`src/rtl/mem_port_arbiter_if.sv`:
```
// Handshake bundle between the IF/MA requesters, the shared memory port and the arbiter.
interface mem_port_arbiter_if #(
  parameter int AW = 32,
  parameter int DW = 32
);
  logic          if_req;
  logic [AW-1:0] if_addr;
  logic          if_ack;
  logic [DW-1:0] if_rdata;
  logic          ma_req;
  logic          ma_we;
  logic [AW-1:0] ma_addr;
  logic [DW-1:0] ma_wdata;
  logic          ma_ack;
  logic [DW-1:0] ma_rdata;
  logic          mem_en;
  logic          mem_we;
  logic [AW-1:0] mem_addr;
  logic [DW-1:0] mem_wdata;
  logic [DW-1:0] mem_rdata;
  logic          mem_ready;
  logic          grant_ma;
  logic          timeout_err;

  modport slave (
    input  if_req, if_addr, ma_req, ma_we, ma_addr, ma_wdata, mem_rdata, mem_ready,
    output if_ack, if_rdata, ma_ack, ma_rdata, mem_en, mem_we, mem_addr, mem_wdata,
           grant_ma, timeout_err
  );

  modport master (
    output if_req, if_addr, ma_req, ma_we, ma_addr, ma_wdata, mem_rdata, mem_ready,
    input  if_ack, if_rdata, ma_ack, ma_rdata, mem_en, mem_we, mem_addr, mem_wdata,
           grant_ma, timeout_err
  );
endinterface

```
`src/rtl/mem_port_arbiter.sv`:
```
// Shared memory port arbiter (IF vs MA) with registered handshake and access watchdog.
// Define MEM_ARB_RR_EN for round-robin tie breaking; default build gives MA fixed priority.
module mem_port_arbiter #(
  parameter int AW      = 32,
  parameter int DW      = 32,
  parameter int TIMEOUT = 15
) (
  input  logic               clk_i,
  input  logic               rst_i,
  mem_port_arbiter_if.slave  bus
);
  typedef enum logic [1:0] {IDLE, BUSY, RESP} state_e;

  localparam logic [7:0] TO = 8'(TIMEOUT);

  state_e        state_q;
  logic [7:0]    wd_q, wd_d;
  logic          mem_en_q, mem_we_q, if_ack_q, ma_ack_q, grant_ma_q, terr_q;
  logic [AW-1:0] mem_addr_q;
  logic [DW-1:0] mem_wdata_q, if_rdata_q, ma_rdata_q, rsp_d;
  logic          pick_ma_d, done_d;

`ifdef MEM_ARB_RR_EN
  // Reset as if MA went last so the first tie goes to IF.
  logic last_ma_q;
  assign pick_ma_d = bus.ma_req & (~bus.if_req | ~last_ma_q);
`else
  assign pick_ma_d = bus.ma_req;
`endif

  assign wd_d   = wd_q + 8'd1;
  // mem_ready wins over a watchdog expiry in the same cycle.
  assign done_d = bus.mem_ready | (wd_d == TO);
  assign rsp_d  = bus.mem_ready ? bus.mem_rdata : {DW{1'b1}};

  always_ff @(posedge clk_i) begin
    if (rst_i) begin
      state_q     <= IDLE;
      wd_q        <= '0;
      mem_en_q    <= 1'b0;
      mem_we_q    <= 1'b0;
      if_ack_q    <= 1'b0;
      ma_ack_q    <= 1'b0;
      grant_ma_q  <= 1'b0;
      terr_q      <= 1'b0;
      mem_addr_q  <= '0;
      mem_wdata_q <= '0;
      if_rdata_q  <= '0;
      ma_rdata_q  <= '0;
`ifdef MEM_ARB_RR_EN
      last_ma_q   <= 1'b1;
`endif
    end else begin
      case (state_q)
        IDLE: begin
          if (bus.if_req | bus.ma_req) begin
            grant_ma_q  <= pick_ma_d;
            mem_addr_q  <= pick_ma_d ? bus.ma_addr  : bus.if_addr;
            mem_we_q    <= pick_ma_d & bus.ma_we;
            mem_wdata_q <= pick_ma_d ? bus.ma_wdata : '0;
            mem_en_q    <= 1'b1;
            wd_q        <= '0;
            state_q     <= BUSY;
`ifdef MEM_ARB_RR_EN
            last_ma_q   <= pick_ma_d;
`endif
          end
        end
        BUSY: begin
          if (done_d) begin
            mem_en_q <= 1'b0;
            mem_we_q <= 1'b0;
            if (!bus.mem_ready) terr_q <= 1'b1;
            if (grant_ma_q) begin
              ma_ack_q <= 1'b1;
              if (!mem_we_q) ma_rdata_q <= rsp_d;
            end else begin
              if_ack_q   <= 1'b1;
              if_rdata_q <= rsp_d;
            end
            state_q <= RESP;
          end else begin
            wd_q <= wd_d;
          end
        end
        RESP: begin
          if_ack_q <= 1'b0;
          ma_ack_q <= 1'b0;
          state_q  <= IDLE;
        end
        default: state_q <= IDLE;
      endcase
    end
  end

  assign bus.mem_en      = mem_en_q;
  assign bus.mem_we      = mem_we_q;
  assign bus.mem_addr    = mem_addr_q;
  assign bus.mem_wdata   = mem_wdata_q;
  assign bus.if_ack      = if_ack_q;
  assign bus.if_rdata    = if_rdata_q;
  assign bus.ma_ack      = ma_ack_q;
  assign bus.ma_rdata    = ma_rdata_q;
  assign bus.grant_ma    = grant_ma_q;
  assign bus.timeout_err = terr_q;
endmodule

```
`src/flat_wrapper.sv`:
```
// flat-port wrapper written by rule: the top's interface ports become plain ports
module mem_port_arbiter_flat 
#(
  parameter int AW      = 32,
  parameter int DW      = 32,
  parameter int TIMEOUT = 15
)
  (clk_i, rst_i, bus_if_req, bus_if_addr, bus_ma_req, bus_ma_we, bus_ma_addr, bus_ma_wdata, bus_mem_rdata, bus_mem_ready, bus_if_ack, bus_if_rdata, bus_ma_ack, bus_ma_rdata, bus_mem_en, bus_mem_we, bus_mem_addr, bus_mem_wdata, bus_grant_ma, bus_timeout_err);
  mem_port_arbiter_if #(.AW(AW), .DW(DW)) bus_i ();
  input  logic clk_i;
  input  logic rst_i;
  input wire logic [$bits(bus_i.if_req)-1:0] bus_if_req;
  input wire logic [$bits(bus_i.if_addr)-1:0] bus_if_addr;
  input wire logic [$bits(bus_i.ma_req)-1:0] bus_ma_req;
  input wire logic [$bits(bus_i.ma_we)-1:0] bus_ma_we;
  input wire logic [$bits(bus_i.ma_addr)-1:0] bus_ma_addr;
  input wire logic [$bits(bus_i.ma_wdata)-1:0] bus_ma_wdata;
  input wire logic [$bits(bus_i.mem_rdata)-1:0] bus_mem_rdata;
  input wire logic [$bits(bus_i.mem_ready)-1:0] bus_mem_ready;
  output wire logic [$bits(bus_i.if_ack)-1:0] bus_if_ack;
  output wire logic [$bits(bus_i.if_rdata)-1:0] bus_if_rdata;
  output wire logic [$bits(bus_i.ma_ack)-1:0] bus_ma_ack;
  output wire logic [$bits(bus_i.ma_rdata)-1:0] bus_ma_rdata;
  output wire logic [$bits(bus_i.mem_en)-1:0] bus_mem_en;
  output wire logic [$bits(bus_i.mem_we)-1:0] bus_mem_we;
  output wire logic [$bits(bus_i.mem_addr)-1:0] bus_mem_addr;
  output wire logic [$bits(bus_i.mem_wdata)-1:0] bus_mem_wdata;
  output wire logic [$bits(bus_i.grant_ma)-1:0] bus_grant_ma;
  output wire logic [$bits(bus_i.timeout_err)-1:0] bus_timeout_err;
  assign bus_i.if_req = bus_if_req;
  assign bus_i.if_addr = bus_if_addr;
  assign bus_i.ma_req = bus_ma_req;
  assign bus_i.ma_we = bus_ma_we;
  assign bus_i.ma_addr = bus_ma_addr;
  assign bus_i.ma_wdata = bus_ma_wdata;
  assign bus_i.mem_rdata = bus_mem_rdata;
  assign bus_i.mem_ready = bus_mem_ready;
  assign bus_if_ack = bus_i.if_ack;
  assign bus_if_rdata = bus_i.if_rdata;
  assign bus_ma_ack = bus_i.ma_ack;
  assign bus_ma_rdata = bus_i.ma_rdata;
  assign bus_mem_en = bus_i.mem_en;
  assign bus_mem_we = bus_i.mem_we;
  assign bus_mem_addr = bus_i.mem_addr;
  assign bus_mem_wdata = bus_i.mem_wdata;
  assign bus_grant_ma = bus_i.grant_ma;
  assign bus_timeout_err = bus_i.timeout_err;
  mem_port_arbiter #(.AW(AW), .DW(DW), .TIMEOUT(TIMEOUT)) u_core (.clk_i(clk_i), .rst_i(rst_i), .bus(bus_i));
endmodule
```
`config.mk`:
```
export PLATFORM = sky130hd
export DESIGN_NAME = mem_port_arbiter_flat
export DESIGN_NICKNAME = d
export VERILOG_FILES = /design/src/rtl/mem_port_arbiter_if.sv /design/src/rtl/mem_port_arbiter.sv /design/src/flat_wrapper.sv
export SDC_FILE = /design/constraint.sdc
export NUM_CORES = 1
export LEC_CHECK = 0
export BUFFER_PORTS_ARGS = -buffer_cell sky130_fd_sc_hd__buf_2
export CORE_ASPECT_RATIO = 1.1
export CORE_MARGIN = 3
export CORE_UTILIZATION = 25
export CTS_CLUSTER_SIZE = 14
export DETAILED_ROUTE_END_ITERATION = 6
export GPL_ROUTABILITY_DRIVEN = 0
export SLEW_MARGIN = 0
export SYNTH_ARGS = -nofsm -noshare
export SYNTH_HDL_FRONTEND = slang
export SYNTH_SLANG_ARGS = --single-unit
export TNS_END_PERCENT = 10
```
`constraint.sdc`:
```
create_clock -name clk_i -period 4.1 [get_ports clk_i]
set_clock_uncertainty 0.1 [all_clocks]
set_input_delay 0.205 -clock clk_i [delete_from_list [all_inputs] [get_ports clk_i]]
set_output_delay 0.205 -clock clk_i [all_outputs]
set_load 0.02 [all_outputs]
```
* Word level (Yosys, flattened, before mapping)
Cells that the tools add are included.
Widths: inputs -> output; s select.
** Storage, ports and cells
- Register bits after elaboration :: 144
** Cells by class
- $add $sub $neg :: 1
- Eq/ne operators :: 8
- Mux-type cells :: 20
- Bitwise logic cells :: 6
- Reduce and logical (&&, ||, !) cells :: 12
** Operators by type and width (count)
- $mux 32 :: 3
- $reduce_and 3->1 :: 6
- $mux 8 :: 2
- $pmux 8 s2 :: 1
- $add 8x1->8 const B :: 1
- $eq 8x4->1 const B :: 1
- $pmux 1 s2 :: 4
- $mux 1 :: 7
- $ne 2x1->1 const B :: 3
- $mux 2 :: 2
- $ne 2x2->1 const B :: 2
- $pmux 2 s2 :: 1
- $reduce_and 2->1 :: 2
- $reduce_and 4->1 :: 1
- $reduce_bool 2->1 :: 2
- $not 1->1 :: 3
- $eq 2x1->1 const B :: 1
- $eq 2x2->1 const B :: 1
- $logic_not 2->1 :: 1
- $or 1x1->1 :: 2
- $and 1x1->1 :: 1

* Logic depth before layout (Yosys ltp)
Gate-level depths: netlist (run 1).
- Word-level depth :: 5
- Mapped depth :: 9

* Least setup slack after synthesis (run 1)
OpenSTA, ideal clock, no wires.
- Path type :: register to register
- From :: reg u_core.wd_q[1]
- To :: reg u_core.if_rdata_q[24], in the netlist u_core.bus.if_rdata[24]
- Data arrival time :: 1.875 ns
- Required time :: 3.931 ns
- Path slack :: 2.056 ns
- Stages on the path, launching flop included :: 9
- Buffers on the path :: 2
- Clock period less this slack :: 2.044 ns
- Path through :: dfxtp_1 ha_1 xor2_2 nand3b_2 nor4_4 nand2_2 buf_6 buf_8 a21oi_4
** Between the ends
- Longest elaborated chain between the ends :: 4
** Ends and longest elaborated chain
- start: declaration :: RTL line mem_port_arbiter.sv:17 : logic [7:0] wd_q, wd_d;
- start signal: assignment :: RTL line mem_port_arbiter.sv:83 : wd_q <= wd_d;
- $add 8x1->8 :: RTL line mem_port_arbiter.sv:31 : assign wd_d = wd_q + 8'd1;
- $eq 8x4->1 :: RTL line mem_port_arbiter.sv:33 : assign done_d = bus.mem_ready | (wd_d == TO);
- $or 1x1->1 :: RTL line mem_port_arbiter.sv:33
- $reduce_and 3->1 (no source line)
- end signal: assignment :: RTL line mem_port_arbiter.sv:79 : if_rdata_q <= rsp_d;
- end: declaration :: RTL line mem_port_arbiter.sv:20 : logic [DW-1:0] mem_wdata_q, if_rdata_q, ma_rdata_q, rsp_d;
No other way between the ends.
A chain may end at the register's enable or synchronous reset.

* Worst setup path in the final report (run 1)
- From :: reg u_core.wd_q[1]
- To :: reg u_core.if_rdata_q[29], in the netlist u_core.bus.if_rdata[29]
The elaborated chain is that of the path after synthesis.

==> results.yml, run 1 <==
drt:
  vias: 6432
  drt_iter0_drc: 413
  firstDrtPassIters: 5
  drtAntennaViolNets: 0
  drc: 0
  wl_microns: 21200
  via_per_inst: 4.77
  wire_per_inst_microns: 15.7
layout:
  fillCellCount: 2758
  multi_input_area_sq_mm: 0.00357
  seq_area_sq_mm: 0.00288
  area_growth_pct: 37.0
  drive_above_1_share: 0.373
  n_antenna_cell: 0
  fin_nets: 1123
  fin_util: 0.353
synth:
  syn-cell-area_sq_mm: 0.00683
  synthFlopType: "dfxtp_1"
  synth-edff-count: 0
  ys_seq_area_frac: 0.422
  avgSynthCellArea_sq_um: 9.50
  async_flop_share: 0
  yosysUniqueCellTypes: 53
  syn-instance-count: 719
  ys_seq_elements: 144
  ys_warn_count: 0
  syn-num-nets: 858
die:
  core_area_sq_mm: 0.0265
  die_area_sq_mm: 0.0293
  die_w_microns: 164
  die_h_microns: 179
  rows: 62
  start_util: 0.257
  io_pins: 268
min_path:
  hold_start: "bus_mem_rdata[0]"
  whs_endpoint: "u_core.bus.ma_rdata[0]$_SDFFE_PP0P_"
  hold_depth: 3
  worstHoldPathType: "input pin to flop"
timing:
  fin_crit_ns: 2.94
  rsz0062_at_grt: "false"
  relSlewSlack: 0.242
  worstMarginPinSlew_ns: 1.14
  hold_viol_final: 0
  slew_viol_final: 0
  fmax_mhz: 340
  setup_viol: 0
  whs_ns: 0.0112
  setup_tns_ns: 0
  period_share: 0.718
grt:
  grt_pass1_vias: 6383
  groute.usage.overall: 0.144
  grt.overflow.total: 0
  grt_pass1_wl_microns: 33900
  grt_max_degree: 77
  antenna_found_initial: 1
worst_setup_path:
  r2r_cells: 7
  regToRegSetupSlack_ns: 1.16
  r2r_start: "u_core.wd_q[1]$_SDFFE_PP0P_"
  crit_type: "flop to flop"
  cp.arrival_ns: 3.19
  cp.required_ns: 4.35
  cp-start-kind: "flop"
  end_kind: "flop"
  r2r-end: "u_core.bus.if_rdata[29]$_SDFFE_PP0P_"
  cp_max_fo: 34
cts:
  cts_tree: "done"
  cts_setup_buffers: 0
  cts_buffers: 17
  cts_buffer_depth: 2
  insertion_delay_ns: 0.42
  clk_pin_slew_ns: 0.07
  numClockSinks: 144
  cts_root_buffer: "clkbuf_16"
  h-tree-depth: 4
placement:
  io_buffer_count: 267
  dp_hpwl_microns: 14200
flow_run:
  cap_violations: 0
power:
  leakagePower_nw: 3.93
  power_density_mw_per_mm2: 435
  finalPower_mw: 4.07
  vdd_drop_max_v: 0.000253
outcome:
  status: "finished, final reports clean"
==> layer usage <==
metal | vias to the layer above | routed length (microns) | track usage
met1 | 2966 | 9400 | 0.184
met2 | 273 | 9800 | 0.237
met5 | - | 13 | 0
met3 | 24 | 1670 | 0.0377
met4 | 2 | 369 | 0.0451
li1 | 3167 | - | -
==> what timing repair did <==
action,4_1_cts,5_1_grt
hold buffers,41,0
gates resized for setup,0,0
endpoints found under the hold margin,40,0
==> how the worst max path moves through the flow <==
stage | cells after the start | endpoint | startpoint
CTS | 7 | u_core.bus.if_rdata[29]$_SDFFE_PP0P_ | u_core.wd_q[1]$_SDFFE_PP0P_
finish | 7 | u_core.bus.if_rdata[29]$_SDFFE_PP0P_ | u_core.wd_q[1]$_SDFFE_PP0P_
global placement | 7 | u_core.bus.if_rdata[30]$_SDFFE_PP0P_ | u_core.wd_q[1]$_SDFFE_PP0P_
detailed placement | 7 | u_core.bus.if_rdata[29]$_SDFFE_PP0P_ | u_core.wd_q[1]$_SDFFE_PP0P_
floorplan | 8 | u_core.bus.if_rdata[24]$_SDFFE_PP0P_ | u_core.wd_q[1]$_SDFFE_PP0P_
global route | 7 | u_core.bus.if_rdata[29]$_SDFFE_PP0P_ | u_core.wd_q[1]$_SDFFE_PP0P_
==> registers in the layout (all words and copies together) (netlist names), 2 cells and up <==
signal and count:
u_core.bus.ma_rdata 32, u_core.bus.mem_wdata 32, u_core.wd_q 8, u_core.bus.mem_addr 32, u_core.state_q 2, u_core.bus.if_rdata 32
==> where the power goes <==
group | switching, mW | internal [mW] | total, mW
Combinational | 0.557 | 0.318 | 0.875
Sequential | 0.0685 | 1.51 | 1.58
Clock | 0.698 | 0.917 | 1.62
Total | 1.32 | 2.75 | 4.07
==> worst max-delay path, stage by stage (launching register included) <==
cell and delay, ns:
dfxtp_1 0.46, ha_1 0.30, xor2_2 0.16, nand3b_2 0.14, nor4_4 0.64, nand2_8 0.48
buf_12 0.38, a21oi_1 0.18
==> layout make-up <==
| class | count | share of cell area |
|---|---|---|
| flip-flops and latches | 144 | 0.308 |
| clock inverters | 15 | 0.0183 |
| well taps | 352 | 0.0470 |
| repair buffers | 319 | 0.197 |
| inverters | 8 | 0.00321 |
| multi-input cells | 494 | 0.381 |
| clock buffers | 17 | 0.0454 |
==> cells by family after synthesis <==
group | share of synthesized area
adders and majority gates | 0.00916
DFF | 0.422
muxes | 0.0542
AOI/OAI and AO/OA | 0.306
xor gates and xnor gates | 0.00495
and+or+nand+nor | 0.145
buffers and inverters | 0.0586
==> cell usage in the layout (no fill, tap or decap), drive strengths merged, types with 2 or more instances in the layout <==
master,count
clkinv,2
a31oi,6
nor2,100
buf,278
o41ai,2
clkbuf,17
o221ai,64
nand3,40
xor2,3
a21oi,103
nand2,49
nor2b,6
a211oi,33
and3,5
clkinvlp,3
o21a,2
dlygate4sd3,41
inv,16
nor3,5
mux2i,37
a21o,3
ha,5
dfxtp,144
and4,2
o21ai,7
nand3b,2
nand2b,3
nor4,3
bufinv,2
==> per-stage QoR <==
step                      instances  setup slack (ns)  area (sq um)
final                          1349              1.16          9360
after floorplan                 719              2.06          6830
after detailed placement       1276              1.18          8350
after global placement         1276              1.33          8350
after global routing           1349             0.918          9360
after CTS                      1349              1.17          9360
==> cell usage after synthesis (6+ instances only) <==
cell | number | area, sq um
a211oi_1 | 33 | 248
nand3_1 | 40 | 200
inv_1 | 7 | 26.3
o221ai_1 | 64 | 561
mux2i_1 | 37 | 370
a21oi_4 | 50 | 813
a31oi_1 | 6 | 37.5
dfxtp_1 | 144 | 2880
nor2_1 | 100 | 375
nor2b_1 | 6 | 37.5
o21ai_0 | 6 | 30.0
a21oi_1 | 52 | 260
nand2_1 | 48 | 180
clkbuf_1 | 58 | 218
No activity file was read; power rests on OpenSTA's default activity.
==> run 2, diff against run 1 <==
==> constraint.sdc (replaced) <==
create_clock -name clk_i -period 2.9 [get_ports clk_i]
set_clock_uncertainty 0.1 [all_clocks]
set_input_delay 0.145 -clock clk_i [delete_from_list [all_inputs] [get_ports clk_i]]
set_output_delay 0.145 -clock clk_i [all_outputs]
set_load 0.02 [all_outputs]
==> run 2 against run 1 <==
Effect of this change: global-route usage up 0.87 points; cell count rose by 5.0%; setup slack worse by 0.66 ns; flip-flop and latch count unchanged.
==> results.yml, run 2 (synthesis results as in run 1) <==
grt:
  grt_pass1_wl_microns: 35700
  grt.overflow.total: 0
  groute.usage.overall: 0.152
  grt_pass1_vias: 6863
  grt_max_degree: 77
  antenna_found_initial: 1
placement:
  dp_hpwl_microns: 14500
  dp_slack_ns: 0.501
  dpl_cell_area_sq_mm: 0.00845
  io_buffer_count: 267
  dp.cells: 1285
drt:
  drtAntennaViolNets: 0
  drt_iter0_drc: 441
  via_per_inst: 4.77
  wl_microns: 22600
  firstDrtPassIters: 5
  wire_per_inst_microns: 15.9
  vias: 6766
  drc: 0
cts:
  cts_buffers: 17
  h-tree-depth: 4
  insertion_delay_ns: 0.41
  cts_tree: "done"
  cts_buffer_depth: 2
  clk_pin_slew_ns: 0.07
  numClockSinks: 144
  cts_root_buffer: "clkbuf_16"
  hold_buffers: 100
  cts_resized: 0
  cts_setup_buffers: 0
timing:
  setup_tns_ns: 0
  slew_viol_final: 0
  worstMarginPinSlew_ns: 0.869
  relSlewSlack: 0.421
  hold_viol_final: 0
  setup_viol: 0
  rsz0062_at_grt: "false"
  setup_ws_ns: 0.499
  fmax_mhz: 417
  fin_crit_ns: 2.40
  period_share: 0.828
worst_setup_path:
  cp_max_fo: 22
  r2r_cells: 7
  cp_cell_sequence: "ha_1 > xor2_2 > nand3b_2 > nor4_4 > nand2_8 > buf_4 > a21oi_4"
  regToRegSetupSlack_ns: 0.50
  cp_slowest_stage_delay_ns: 0.45
  end_kind: "flop"
  crit_type: "flop to flop"
  r2r_start: "u_core.wd_q[1]$_SDFFE_PP0P_"
  slowest_stage: "dfxtp_1"
  cp.arrival_ns: 2.64
  cp-endpoint: "u_core.bus.ma_rdata[24]$_SDFFE_PP0P_"
  r2r-end: "u_core.bus.ma_rdata[24]$_SDFFE_PP0P_"
  cp-startpoint: "u_core.wd_q[1]$_SDFFE_PP0P_"
  cp.required_ns: 3.14
  path_buf_inv: 1
  cp-start-kind: "flop"
  crit_family: "simple AND/OR/NAND/NOR gates"
  path_depth: 7
power:
  vdd_drop_max_v: 0.000340
  leakagePower_nw: 4.22
  power_density_mw_per_mm2: 572
outcome:
  status: "finished, final reports clean"
layout:
  fin_util: 0.378
  n_antenna_cell: 0
  final_cell_mix: "buf_2, dfxtp_1, nor2_1, dlygate4sd3_1, o221ai_1"
  final_area_sq_mm: 0.0100
  drive_above_1_share: 0.358
  final_common_cell: "buf_2"
  final_cell_count_no_fill: 1417
  fin_nets: 1191
  area_growth_pct: 46.6
flow_run:
  cap_violations: 0
die:
  start_util: 0.257
  die_area_sq_mm: 0.0293
  io_pins: 268
  core_area_sq_mm: 0.0265
  rows: 62
  die_w_microns: 164
  die_h_microns: 179
min_path:
  worstHoldPathType: "input pin to flop"
  hold_depth: 3
## run 2: power breakdown
| group | internal (mW) | switching [mW] |
|---|---|---|
| clock network | 1.14 | 1.01 |
| logic | 0.528 | 0.813 |
| registers | 2.14 | 0.0985 |
## run 2: final cells by class
cell class / instances / area, sq um
clock buffer: 17 / 425
clock inverter: 15 / 144
fill: 2653 / 16500
inverter: 8 / 30.0
multi-input combinational: 494 / 3570
sequential: 144 / 2880
tap: 352 / 440
timing repair buffer: 387 / 2520
## run 2: worst register-to-register path: stages, from the launching register on
cell	delay [ns]
dfxtp_1	0.45
ha_1	0.30
xor2_2	0.16
nand3b_2	0.13
nor4_4	0.39
nand2_8	0.31
buf_4	0.35
a21oi_4	0.15
## run 2: worst min-delay path by stage
stage	to	slack [ns]	start
floorplan	u_core.bus.mem_wdata[0]$_SDFFE_PP0P_	0.21	bus_ma_wdata[0]
global placement	u_core.bus.mem_wdata[4]$_SDFFE_PP0P_	0.32	bus_ma_wdata[4]
detailed placement	u_core.bus.mem_wdata[26]$_SDFFE_PP0P_	0.33	bus_ma_wdata[26]
CTS	u_core.bus.mem_addr[11]$_SDFFE_PP0P_	0.001	bus_ma_addr[11]
global route	u_core.bus.mem_addr[11]$_SDFFE_PP0P_	0.004	bus_ma_addr[11]
finish	u_core.bus.ma_rdata[18]$_SDFFE_PP0P_	0.02	bus_mem_rdata[18]
## run 2: through the flow
stage / total power, mW / hold WS [ns]
6_report: 5.73 / 0.0196
5_1_grt: 6.03 / 0.00357
4_1_cts: 5.81 / 0.000962
3_5_place_dp: 3.51 / 0.325
3_3_place_gp: 3.50 / 0.318
2_1_floorplan: 3.06 / 0.213
## run 2: metal layers
metal  GRT usage  wire length (microns)  vias up
li1            -                      -     3307
met1       0.185                   9850     3137
met2       0.257                  10400      287
met3      0.0407                   1700       33
met4      0.0596                    600        2
met5           0                     13        -
==> run 3, diff against run 2 <==
==> constraint.sdc (replaced) <==
create_clock -name clk_i -period 2.3 [get_ports clk_i]
set_clock_uncertainty 0.1 [all_clocks]
set_input_delay 0.115 -clock clk_i [delete_from_list [all_inputs] [get_ports clk_i]]
set_output_delay 0.115 -clock clk_i [all_outputs]
set_load 0.02 [all_outputs]
==> run 3 against run 2 <==
Effect of this change: setup slack got worse by 0.33 ns; total power rose by 28%; critical path depth decreased by 1; via count is 1.7% higher; cell area up 2.6%.
==> results.yml, run 3 (synthesis results as in run 1) <==
worst_setup_path:
  cp-start-kind: "flop"
  end_kind: "flop"
  crit_type: "flop to flop"
  regToRegSetupSlack_ns: 0.17
  cp.required_ns: 2.54
  cp_max_fo: 41
  cp.arrival_ns: 2.38
die:
  die_w_microns: 164
  io_pins: 268
  core_area_sq_mm: 0.0265
  rows: 62
  die_h_microns: 179
  die_area_sq_mm: 0.0293
  start_util: 0.257
grt:
  antenna_found_initial: 1
  grt_pass1_vias: 6981
  grt.overflow.total: 0
  grt_pass1_wl_microns: 36300
  grt_max_degree: 79
  groute.usage.overall: 0.154
timing:
  setup_tns_ns: 0
  worstMarginPinSlew_ns: 0.731
  period_share: 0.927
  rsz0062_at_grt: "false"
  fin_crit_ns: 2.13
  slew_viol_final: 0
  fmax_mhz: 469
  setup_viol: 0
  hold_viol_final: 0
  relSlewSlack: 0.513
drt:
  vias: 6879
  drtAntennaViolNets: 0
  drt_iter0_drc: 365
  wire_per_inst_microns: 16.0
  via_per_inst: 4.77
  drc: 0
  firstDrtPassIters: 5
  wl_microns: 23100
placement:
  dpl_cell_area_sq_mm: 0.00851
  io_buffer_count: 267
  dp_hpwl_microns: 14500
cts:
  cts_buffer_depth: 2
  h-tree-depth: 4
  cts_tree: "done"
  numClockSinks: 144
  cts_root_buffer: "clkbuf_16"
  cts_setup_buffers: 0
  hold_buffers: 119
  cts_resized: 0
  insertion_delay_ns: 0.41
  clk_pin_slew_ns: 0.07
  cts_buffers: 17
min_path:
  worstHoldPathType: "input pin to flop"
power:
  power_density_mw_per_mm2: 713
  leakagePower_nw: 4.33
  vdd_drop_max_v: 0.000380
outcome:
  status: "finished, final reports clean"
layout:
  final_area_sq_mm: 0.0103
  final_common_cell: "buf_2"
  fillCellCount: 2634
  final_cell_mix: "buf_2, dfxtp_1, dlygate4sd3_1"
  drive_above_1_share: 0.354
  fin_nets: 1215
  area_growth_pct: 50.5
flow_run:
  cap_violations: 0
-- run 3: cell types whose count changed in the layout (fill, tap and decap cells not counted) --
cell / before / now
buf_12: 3 / 5
clkbuf_1: 0 / 1
clkinv_2: 1 / 0
clkinvlp_4: 1 / 3
inv_8: 4 / 3
inv_6: 5 / 4
diode_2: 0 / 1
bufinv_16: 0 / 1
buf_4: 17 / 20
clkinv_8: 1 / 0
dlygate4sd3_1: 100 / 119
-- run 3: per-stage QoR --
step                hold slack [ns]   util  setup slack (ns)  cells  power [mW]
finish                      0.00802  0.387             0.168   1442        7.33
global route                0.00724  0.387            0.0515   1441        7.73
CTS                       0.0000445  0.387             0.166   1441        7.43
detailed placement            0.295  0.321             0.176   1290        4.45
global placement              0.287  0.321             0.240   1290        4.43
floorplan                     0.183      -             0.256    719        3.86
-- run 3: final cells by class --
type / count / area [sq um] / share of cell area
Multi-Input combinational cell: 494 / 3570 / 0.347
Sequential cell: 144 / 2880 / 0.280
Timing Repair Buffer: 411 / 2780 / 0.270
Tap cell: 352 / 440 / 0.0428
Clock buffer: 18 / 429 / 0.0417
Clock inverter: 14 / 148 / 0.0144
Inverter: 8 / 30.0 / 0.00292
Antenna cell: 1 / 2.50 / 0.000243
-- run 3: path summary, 6_finish.rpt --
| check | startpoint | endpoint | cells after the start |
|---|---|---|---|
| setup / recovery | u_core.wd_q[2]$_SDFFE_PP0P_ | u_core.bus.ma_rdata[6]$_SDFFE_PP0P_ | 6 |
| hold reg to reg | u_core.bus.mem_wdata[14]$_SDFFE_PP0P_ | u_core.bus.mem_wdata[14]$_SDFFE_PP0P_ | 2 |
| setup reg to reg | u_core.wd_q[2]$_SDFFE_PP0P_ | u_core.bus.ma_rdata[6]$_SDFFE_PP0P_ | 6 |
| hold / removal | bus_ma_addr[17] | u_core.bus.mem_addr[17]$_SDFFE_PP0P_ | 3 |
-- run 3: routing by layer --
layer	GRT usage	up-vias	wire, microns
met1	0.185	3223	10000
met2	0.262	279	10600
met3	0.0494	33	1950
li1	-	3342	-
met5	0	-	13
met4	0.0515	2	514
-- run 3: worst max-delay path, stage by stage (launching register included) --
cell     delay [ns]
dfxtp_1        0.50
nand3_1        0.20
xor2_1         0.23
nor4_4         0.44
nand2_8        0.11
buf_12         0.25
a21oi_1        0.19
-- run 3: report_power, final --
| group | total [mW] | leakage (nW) | internal [mW] | switching, mW |
|---|---|---|---|---|
| Combinational | 1.75 | 2.88 | 0.705 | 1.04 |
| Clock | 2.77 | 0.274 | 1.53 | 1.23 |
| Sequential | 2.82 | 1.18 | 2.70 | 0.122 |
